## src/rtl/axi_read_arbiter_pkg.sv

```systemverilog
// +--------------------------------------------------------------------------+
// | axi_xbar_pkg                                                             |
// | Shared crossbar sizing, idle index constants, read address map, FSM enum |
// | Revision: 1.0                                                            |
// +--------------------------------------------------------------------------+
`default_nettype none

package axi_xbar_pkg;

  localparam int NUM_M     = 3;
  localparam int NUM_S     = 6;
  localparam int MIDX_BITS = 2;
  localparam int SIDX_BITS = 3;

  localparam logic [MIDX_BITS-1:0] IDLE_M = MIDX_BITS'(NUM_M);
  localparam logic [SIDX_BITS-1:0] IDLE_S = SIDX_BITS'(NUM_S + 1);

  // Slot 0 is the decode-error slave and has no range of its own.
  localparam logic [31:0] ADDR_BASE [1:NUM_S] = '{
    32'h0000_0000, 32'h0001_0000, 32'h0002_0000,
    32'h1000_0000, 32'h1001_0000, 32'h2000_0000
  };
  localparam logic [31:0] ADDR_LIMIT [1:NUM_S] = '{
    32'h0000_FFFF, 32'h0001_FFFF, 32'h0002_FFFF,
    32'h1000_03FF, 32'h1001_03FF, 32'h201F_FFFF
  };

  typedef enum logic [1:0] {
    IDLE = 2'd0,
    ADDR = 2'd1,
    DATA = 2'd2
  } arb_state_e;

  function automatic logic [SIDX_BITS-1:0] addr_decode(input logic [31:0] addr);
    logic [SIDX_BITS-1:0] slot;
    slot = '0;
    for (int s = 1; s <= NUM_S; s++) begin
      if (addr >= ADDR_BASE[s] && addr <= ADDR_LIMIT[s]) begin
        slot = SIDX_BITS'(s);
      end
    end
    return slot;
  endfunction

endpackage

`default_nettype wire

```

## src/rtl/axi_read_arbiter_rr_pick.sv

```systemverilog
// +--------------------------------------------------------------------------+
// | axi_rr_pick                                                              |
// | Picks the first requester at or after a start pointer (one-hot + index)  |
// | Revision: 1.0                                                            |
// +--------------------------------------------------------------------------+
`default_nettype none

module axi_rr_pick #(
  parameter int N     = 3,
  parameter int PTR_W = 2
) (
  input  logic [N-1:0]     i_req,
  input  logic [PTR_W-1:0] i_ptr,
  output logic [N-1:0]     o_gnt,
  output logic             o_valid,
  output logic [PTR_W-1:0] o_idx
);

  always_comb begin : b_pick
    logic [PTR_W-1:0] w_idx;
    logic             w_found;
    o_gnt   = '0;
    o_idx   = '0;
    w_found = 1'b0;
    w_idx   = '0;
    for (int i = 0; i < N; i++) begin
      w_idx = PTR_W'((int'(i_ptr) + i) % N);
      if (!w_found && i_req[w_idx]) begin
        o_gnt[w_idx] = 1'b1;
        o_idx        = w_idx;
        w_found      = 1'b1;
      end
    end
    o_valid = w_found;
  end

endmodule

`default_nettype wire

```

## src/rtl/axi_read_arbiter.sv

```systemverilog
// +--------------------------------------------------------------------------+
// | axi_read_arbiter                                                         |
// | Per-slave read arbitration with registered SRIdx/MRIdx routing indices.  |
// | AXI_ARB_RR_EN: round-robin per slave (default: lowest master index wins) |
// | Revision: 1.0                                                            |
// +--------------------------------------------------------------------------+
`default_nettype none

module axi_read_arbiter #(
  parameter int NUM_M     = axi_xbar_pkg::NUM_M,
  parameter int NUM_S     = axi_xbar_pkg::NUM_S,
  parameter int MIDX_BITS = axi_xbar_pkg::MIDX_BITS,
  parameter int SIDX_BITS = axi_xbar_pkg::SIDX_BITS
) (
  input  logic                            ACLK,
  input  logic                            ARESET,
  input  logic [NUM_M-1:0]                ARVALID_M,
  input  logic [NUM_M-1:0][31:0]          ARADDR_M,
  input  logic [NUM_M-1:0]                RREADY_M,
  input  logic [NUM_S:0]                  ARREADY_S,
  input  logic [NUM_S:0]                  RVALID_S,
  input  logic [NUM_S:0]                  RLAST_S,
  output logic [NUM_S:0][MIDX_BITS-1:0]   SRIdx,
  output logic [NUM_M-1:0][SIDX_BITS-1:0] MRIdx
);

  import axi_xbar_pkg::arb_state_e;
  import axi_xbar_pkg::IDLE;
  import axi_xbar_pkg::ADDR;
  import axi_xbar_pkg::DATA;
  import axi_xbar_pkg::addr_decode;

  localparam logic [MIDX_BITS-1:0] C_M_IDLE = MIDX_BITS'(NUM_M);
  localparam logic [SIDX_BITS-1:0] C_S_IDLE = SIDX_BITS'(NUM_S + 1);

  logic [NUM_M-1:0][SIDX_BITS-1:0] w_dec;
  logic [NUM_M-1:0]                w_free;
  logic [NUM_S:0]                  w_grant;
  logic [NUM_S:0]                  w_rel;
  logic [NUM_S:0][NUM_M-1:0]       w_oh;

  for (genvar s = 0; s <= NUM_S; s++) begin : g_slave
    arb_state_e            r_state;
    arb_state_e            w_state_nxt;
    logic [MIDX_BITS-1:0]  r_sridx;
    logic [MIDX_BITS-1:0]  w_ptr;
    logic [MIDX_BITS-1:0]  w_win;
    logic [NUM_M-1:0]      w_req;
    logic [NUM_M-1:0]      w_sel;
    logic [NUM_M-1:0]      w_onehot;
    logic                  w_any;
    logic                  w_grant_l;
    logic                  w_rel_l;
    logic                  w_arvalid_b;
    logic                  w_rready_b;

    for (genvar m = 0; m < NUM_M; m++) begin : g_req
      assign w_req[m] = ARVALID_M[m] & w_free[m] & (w_dec[m] == SIDX_BITS'(s)) & (r_state == IDLE);
      assign w_sel[m] = (r_sridx == MIDX_BITS'(m));
    end

    // Handshake qualifiers come from whichever master is bound to this slot.
    assign w_arvalid_b = |(ARVALID_M & w_sel);
    assign w_rready_b  = |(RREADY_M & w_sel);

    axi_rr_pick #(
      .N     (NUM_M),
      .PTR_W (MIDX_BITS)
    ) u_pick (
      .i_req   (w_req),
      .i_ptr   (w_ptr),
      .o_gnt   (w_onehot),
      .o_valid (w_any),
      .o_idx   (w_win)
    );

    always_comb begin
      w_state_nxt = r_state;
      w_grant_l   = 1'b0;
      w_rel_l     = 1'b0;
      case (r_state)
        IDLE: begin
          if (w_any) begin
            w_grant_l   = 1'b1;
            w_state_nxt = ADDR;
          end
        end
        ADDR: begin
          if (w_arvalid_b && ARREADY_S[s]) w_state_nxt = DATA;
        end
        DATA: begin
          if (RVALID_S[s] && w_rready_b && RLAST_S[s]) begin
            w_rel_l     = 1'b1;
            w_state_nxt = IDLE;
          end
        end
        default: w_state_nxt = IDLE;
      endcase
    end

    always_ff @(posedge ACLK or posedge ARESET) begin
      if (ARESET) begin
        r_state <= IDLE;
        r_sridx <= C_M_IDLE;
      end else begin
        r_state <= w_state_nxt;
        if (w_grant_l)    r_sridx <= w_win;
        else if (w_rel_l) r_sridx <= C_M_IDLE;
      end
    end

`ifdef AXI_ARB_RR_EN
    logic [MIDX_BITS-1:0] r_ptr;

    always_ff @(posedge ACLK or posedge ARESET) begin
      if (ARESET) begin
        r_ptr <= '0;
      end else if (w_grant_l) begin
        r_ptr <= (w_win == MIDX_BITS'(NUM_M - 1)) ? '0 : w_win + 1'b1;
      end
    end

    assign w_ptr = r_ptr;
`else
    assign w_ptr = '0;
`endif

    assign SRIdx[s]   = r_sridx;
    assign w_grant[s] = w_grant_l;
    assign w_rel[s]   = w_rel_l;
    assign w_oh[s]    = w_onehot;
  end

  for (genvar m = 0; m < NUM_M; m++) begin : g_master
    logic [SIDX_BITS-1:0] r_mridx;
    logic                 w_gnt_m;
    logic                 w_rel_m;

    assign w_dec[m]  = addr_decode(ARADDR_M[m]);
    assign w_free[m] = (r_mridx == C_S_IDLE);

    // A master can only be won by the slave it decodes to, and only
    // released by the slave it is currently bound to.
    assign w_gnt_m = w_grant[w_dec[m]] & w_oh[w_dec[m]][m];
    assign w_rel_m = (r_mridx != C_S_IDLE) & w_rel[r_mridx];

    always_ff @(posedge ACLK or posedge ARESET) begin
      if (ARESET) begin
        r_mridx <= C_S_IDLE;
      end else if (w_gnt_m) begin
        r_mridx <= w_dec[m];
      end else if (w_rel_m) begin
        r_mridx <= C_S_IDLE;
      end
    end

    assign MRIdx[m] = r_mridx;
  end

endmodule

`default_nettype wire

```

## config.mk

```make
export PLATFORM = sky130hd
export DESIGN_NAME = axi_read_arbiter
export DESIGN_NICKNAME = d
export VERILOG_FILES = /design/src/rtl/axi_read_arbiter_pkg.sv /design/src/rtl/axi_read_arbiter_rr_pick.sv /design/src/rtl/axi_read_arbiter.sv
export SDC_FILE = /design/constraint.sdc
export NUM_CORES = 1
export LEC_CHECK = 0
export CAP_MARGIN = 30
export CORE_AREA = 2 2 98 100
export CTS_BUF_LIST = sky130_fd_sc_hd__clkbuf_4 sky130_fd_sc_hd__clkbuf_8
export DETAILED_ROUTE_END_ITERATION = 16
export DIE_AREA = 0 0 100 102
export PLACE_DENSITY_LB_ADDON = 0.3
export RECOVER_POWER = 50
export SETUP_SLACK_MARGIN = 0.05
export SLEW_MARGIN = 20
export SYNTH_ARGS = -nofsm -noshare
export SYNTH_HDL_FRONTEND = slang
export SYNTH_SLANG_ARGS = --single-unit
```

## constraint.sdc

```tcl
create_clock -name ACLK -period 2 [get_ports ACLK]
set_clock_uncertainty 0.1 [all_clocks]
set_input_delay 0.4 -clock ACLK [delete_from_list [all_inputs] [get_ports ACLK]]
set_output_delay 0.4 -clock ACLK [all_outputs]
set_load 0.005 [all_outputs]
```

Yosys cells after proc, flatten, opt, wreduce, memory -nomap -nowiden

Index checks and enable logic that the tools add are counted.

Reduce and logical (&&, ||, !) cells: 115
Bitwise logic cells: 65
Eq/ne operators: 73
Order comparisons: 42
Multiplexer cells: 168

Operator list:

| operator                                                             | number |
|---|---|
| greater-or-equal comparator 32 x 29 -> 1 bit (second input constant) | 6 |
| <= comparator 32 x 29 -> 1 bit (second input constant)               | 6 |
| 2-to-1 mux 2 bit                                                     | 50 |
| greater-or-equal comparator 32 x 1 -> 1 bit (second input constant)  | 3 |
| greater-or-equal comparator 32 x 17 -> 1 bit (second input constant) | 3 |
| greater-or-equal comparator 32 x 18 -> 1 bit (second input constant) | 3 |
| greater-or-equal comparator 32 x 30 -> 1 bit (second input constant) | 3 |
| <= comparator 32 x 16 -> 1 bit (second input constant)               | 3 |
| <= comparator 32 x 17 -> 1 bit (second input constant)               | 3 |
| <= comparator 32 x 18 -> 1 bit (second input constant)               | 3 |
| <= comparator 32 x 30 -> 1 bit (second input constant)               | 3 |
| 2-to-1 mux 3 bit                                                     | 29 |
| 2-to-1 mux 1 bit                                                     | 73 |
| logical AND 1 bit                                                    | 53 |
| bitwise AND 1 bit                                                    | 51 |
| bitwise AND 3 bit                                                    | 14 |
| case mux 2 bit (3 select lines)                                      | 7 |
| OR reduction 3 bit                                                   | 14 |
| == test 3 bit (second input constant)                                | 12 |
| == test 2 x 1 -> 1 bit (second input constant)                       | 14 |
| == test 2 bit (second input constant)                                | 14 |
| zero test 2 bit                                                      | 14 |
| inequality test 2 bit (second input constant)                        | 14 |
| binary-select mux 3 bit (select 3 bit)                               | 3 |
| 10 further kinds                                                     | 65 |

Word-level logic and storage cells: 480
Register bits after elaboration: 37
Bits of input ports: 125

Logic depth before layout (Yosys ltp)

Depth in word-level cells: 24
Mapped depth: 8
Gate-level depth less buffers: 7

By module

From an unflattened synthesis, not the netlist that was laid out.

Cells, all modules: 773
Area total of the unflattened synthesis: 5751.8 sq um

By module, submodules not included:

| module           | cells each | sequential area each (sq um) | instances | area each (sq um) |
|---|---|---|---|---|
| axi_read_arbiter | 402        | 954.7                        | 1         | 3316.9 |
| axi_rr_pick      | 53         | 0.0                          | 7         | 347.8 |

Worst setup path after synthesis

OpenSTA, ideal clock, no wires.

Path kind: input-to-reg
Start: input port ARADDR_M[24] in the netlist's numbering
End: register g_master[2].r_mridx[1]
Data arrival time: 2.451 ns
Slack: -0.632 ns
Required time: 1.819 ns
Setup time: 0.081 ns
Cell stages on the path: 7
Cells stage by stage: or4_4 nor3_2 a311oi_1 a21o_1 or4_1 a221o_1 o221a_1

Word-level cells in the longest chain between the ends: 24

RTL lines:

| element                                                                                              | RTL line                       | RTL |
|---|---|---|
| start: declaration                                                                                   | axi_read_arbiter.sv:18         | `input logic [NUM_M-1:0][31:0] ARADDR_M,` |
| greater-or-equal comparator 32 x 1 -> 1 bit / <= comparator 32 x 16 -> 1 bit (equally long branches) | axi_read_arbiter_pkg.sv:38     | `if (addr >= ADDR_BASE[s] && addr <= ADDR_LIMIT[s]) begin` |
| logical AND 1 bit                                                                                    | axi_read_arbiter_pkg.sv:38     |  |
| 2-to-1 mux 1 bit                                                                                     | axi_read_arbiter_pkg.sv:38     |  |
| 2-to-1 mux 3 bit (4 in series)                                                                       | axi_read_arbiter_pkg.sv:38     |  |
| 2-to-1 mux 3 bit *                                                                                   | axi_read_arbiter_pkg.sv:38     |  |
| == test 3 x 1 -> 1 bit, or another cell as far along                                                 | axi_read_arbiter.sv:58         | `assign w_req[m] = ARVALID_M[m] & w_free[m] & (w_dec[m] == SIDX_BITS'(s)) & (r_state == IDLE);` |
| bitwise AND 1 bit (2 in series)                                                                      | axi_read_arbiter.sv:58         |  |
| 2-to-1 mux 1 bit                                                                                     | axi_read_arbiter_rr_pick.sv:28 | `if (!w_found && i_req[w_idx]) begin` |
| [... 4 more ...]                                                                                     | --                             |  |
| logical AND 1 bit                                                                                    | axi_read_arbiter_rr_pick.sv:28 |  |
| 2-to-1 mux 1 bit                                                                                     | axi_read_arbiter_rr_pick.sv:28 |  |
| 2-to-1 mux 1 bit                                                                                     | axi_read_arbiter.sv:83         | `if (w_any) begin` |
| 2-to-1 mux 1 bit                                                                                     | axi_read_arbiter.sv:81         | `case (r_state)` |
| binary-select mux 1 bit (select 3 bit)                                                               | axi_read_arbiter.sv:144        | `assign w_gnt_m = w_grant[w_dec[m]] & w_oh[w_dec[m]][m];` |
| 2-to-1 mux 1 bit (implied by the code)                                                               | axi_read_arbiter.sv:144        |  |
| bitwise AND 1 bit *                                                                                  | axi_read_arbiter.sv:144        |  |
| 2-to-1 mux 3 bit / nonzero test 2 bit (equally long branches)                                        | --                             |  |
| end signal: assignment                                                                               | axi_read_arbiter.sv:151        | `r_mridx <= w_dec[m];` |
| end: declaration                                                                                     | axi_read_arbiter.sv:135        | `logic [SIDX_BITS-1:0] r_mridx;` |

Mark *: on every way between the ends. The rest lies on a longest branch, timed or not. The select of a mux whose other input is x is not followed.
A chain may end at the register's enable or synchronous reset.

Worst setup path in the final report

Start: input port ARADDR_M[22] in the netlist's numbering
End: register g_master[2].r_mridx[1]

Same word-level chain as after synthesis.

==> flow_summary_export.csv <==
group,metric,value,unit
clock_network,ctsHtreeMaxLevel,2,
detailed_routing,vias,5211,
clock_network,cts_root_buffer,"clkbuf_8",
sta,layout_setup_ws,-0.621,ns
cells_and_area,seqCellArea,955,sq um
floorplanning,start_util,0.370,
sta,fin_crit,2.62,ns
sta,finalCritPeriodShare,1.31,
sta,maxSlewHeadroom,0.339,
synth,synth_edf_count,0,
synth,yosysUniqueCellTypes,63,
floorplanning,core.rowCount,35,
detailed_routing,drc,0,
synth,yosysWarnings,0,
outcome,violations,"setup timing",
detailed_routing,wl,17800,um
synth,ys_ff_latch,37,
detailed_routing,first_iter_violations,386,
pwr,ir_drop,0.347,mV
synth,yosysSeqAreaShare,0.283,
global_routing,grt_pass1_vias,5438,
sta,max_slew.worst_pin.slew,0.991,ns
global_routing,grt_max_degree,38,
detailed_routing,routedWlPerCell,20.5,um
global_routing,grt_usage,0.335,
critical_path,startpoint_type,"primary input",
synth,syn_nets,542,
sta,setup_violations,25,
cells_and_area,diodes,0,
placement,port_buffers,117,
synth,synth.cell_area,3370,sq um
placement,gp_congestion,0.939,
critical_path,cp_top_family,"simple AND/OR/NAND/NOR gates",
global_routing,grt_pass1_wl,27000,um
detailed_routing,first_pass_iters,5,
sta,final_hold_viol_count,0,
cells_and_area,syn_to_final_growth,120,%
floorplanning,io_pins,148,
synth,avgSynthCellArea,8.09,sq um
floorplanning,die_area,10200,sq um
critical_path,cp_max_fo,3,
sta,rsz0062_at_grt,"yes",
global_routing,grt_remaining_overflow,0,
clock_network,cts.reportedPaths.clkPinSlew,0.08,ns
floorplanning,die_h,102,um
cells_and_area,nets,882,
sta,hold_ws,0.424,ns
clock_network,hold_buffers,0,
critical_path,path_buf_inv,1,
clock_network,clock_latency,0.29,ns
floorplanning,core,9110,sq um
sta,max_clock_freq,382,MHz
sta,drv_slew,0,
critical_path,arrival,2.74,ns
global_routing,antenna_found_initial,0,
placement,dp_hpwl,11500,um
pwr,p_leak,0.00330,uW
hold_path,min_path_type,"flip-flop to flip-flop",
cells_and_area,multi_input_area,3310,sq um
clock_network,numCtsBuffers,5,
synth,syn_inst,417,
pwr,power,4560,uW
clock_network,cts.sinks,37,
run,cap_viol_max_count,0,
pwr,power.density,615,nW/um^2
critical_path,critPathMaxStageDelay,0.57,ns
synth,synthFlopType,"dfstp_2",
detailed_routing,via_per_inst,6.00,
outcome,outcome,"complete, but fails checks",
critical_path,crit_slowest_cell,"or4_4",
cells_and_area,fillers,542,
cells_and_area,drive_gt1_frac,0.571,
floorplanning,die_x,100,um
critical_path,critPathMostFrequentCell,"or4_4",
synth,async_flop_share,1.00,
clock_network,cts_tree,"done",
detailed_routing,ant_nets,0,
critical_path,setup.worst_path.end_class,"flip-flop",
critical_path,path_cells,"buf_6 -> or4_4 -> nor3_4 -> a311oi_2 -> a21o_1 -> or4_4 -> a221o_1 -> o221a_1",
critical_path,cp.required,2.12,ns
critical_path,critical_path_class,"primary input to flip-flop",
clock_network,cts.path.max_buffers,2,
[power by group]
part           leakage, uW  internal, uW  total (uW)  switching, uW
logic              0.00281          1540        2660           1120
clock network    0.0000542           312         602            290
registers         0.000435          1080        1300            218
total              0.00330          2930        4560           1630
[cells by family after synthesis]
family,count (synthesis),share of synthesized area
compound gates,121,0.249
xor+xnor,3,0.00779
buf+inv,13,0.0152
flops,37,0.283
mux,27,0.100
simple gates,216,0.345
[Yosys cell counts (all sizes together) (4+ instances only)]
library cell | instances | share of area
nor2 | 49 | 0.055
nand2 | 37 | 0.041
o21ai | 24 | 0.036
dfstp | 23 | 0.18
nor3 | 21 | 0.034
mux2i | 18 | 0.053
nand2b | 17 | 0.032
nand3 | 17 | 0.025
a21oi | 16 | 0.024
o22ai | 15 | 0.028
dfrtp | 14 | 0.10
nor4 | 13 | 0.024
nand4 | 12 | 0.022
nor3b | 8 | 0.018
a211oi | 7 | 0.016
inv | 7 | 0.0078
and4 | 6 | 0.016
o31ai | 6 | 0.013
a31oi | 5 | 0.0093
mux4 | 5 | 0.033
nand3b | 5 | 0.011
nor2b | 5 | 0.0093
o21a | 5 | 0.011
or2 | 5 | 0.0093
or3 | 5 | 0.0093
and3 | 4 | 0.0074
clkbuf | 4 | 0.0044
mux2 | 4 | 0.013
o211ai | 4 | 0.0089
o22a | 4 | 0.010
or4 | 4 | 0.010
[cell type report]
cell class              count  area share
clock inverters             1    0.000676
flip-flops and latches     37       0.129
well taps                 111      0.0187
repair buffers            339       0.389
multi-input cells         367       0.447
clock buffers               7      0.0130
inverters                   7     0.00355
[path summary, 6_finish.rpt]
kind                       slack [ns]  cells after the start                            endpoint                                from
min reg2reg                      0.42                      1   g_slave[1].r_state[1]$_DFFE_PP0P_   g_slave[1].r_state[1]$_DFFE_PP0P_
min                              0.42                      1   g_slave[1].r_state[1]$_DFFE_PP0P_   g_slave[1].r_state[1]$_DFFE_PP0P_
max in group asynchronous        0.44                      3   g_slave[2].r_state[1]$_DFFE_PP0P_                              ARESET
min in group asynchronous        0.75                      3   g_slave[0].r_state[1]$_DFFE_PP0P_                              ARESET
max                             -0.62                      8  g_master[2].r_mridx[1]$_DFFE_PP1P_                        ARADDR_M[22]
max reg2reg                     -0.44                      9  g_master[1].r_mridx[0]$_DFFE_PP1P_  g_master[0].r_mridx[1]$_DFFE_PP1P_
[state kept, by name, summed over array words and instances (netlist names)]
name and count:
g_master.r_mridx 9, g_slave.r_sridx 14, g_slave.r_state 14
[stage by stage]
step           utilization  setup WS [ns]  cells  instance area (sq um)  setup TNS (ns)
5_1_grt              0.813         -0.686    869                   7410           -8.55
2_1_floorplan            -         -0.601    417                   3480           -6.73
3_5_place_dp         0.667          -1.19    815                   6080          -25.22
3_3_place_gp         0.667          -1.14    815                   6080          -23.15
6_report             0.813         -0.621    869                   7410           -7.12
4_1_cts              0.787         -0.643    864                   7170           -4.27
[timing repair]
| action | CTS | global route |
|---|---|---|
| resized for setup | 375 | 81 |
| pin swaps | 71 | 44 |
| buffers inserted | 47 | 15 |
| cloned | 0 | 0 |
| endpoints found under the setup margin | 44 | 34 |
[cell usage in the layout, fill, tap and decap left out, types with 6 or more instances in the layout]
cell type        count
a21oi_1             12
buf_2               20
buf_4              169
buf_6               62
clkbuf_2            11
clkbuf_8             7
clkdlybuf4s15_1      7
clkdlybuf4s50_1     26
dfrtp_1             14
dfstp_2             23
dlygate4sd2_1       33
inv_1                7
mux2i_1             17
nand2_1             29
nand2b_1            16
nand3_1             11
nand4_1             12
nor2_1              40
nor2_4               7
nor3_1               8
nor3_4               8
nor3b_4              6
nor4_4               7
o21ai_0              7
o21ai_1             10
o21ai_2              6
o22ai_1             11
[per-layer routing]
metal  vias to the layer above  global-route usage  share of wire
met4                         0               0.159          0.046
met5                         -                   0              0
met3                        89              0.0554          0.079
met1                      2459               0.384           0.37
met2                       339               0.609           0.50
li1                       2324                   -              -
Note: power is estimated with default switching activity, not from simulation.
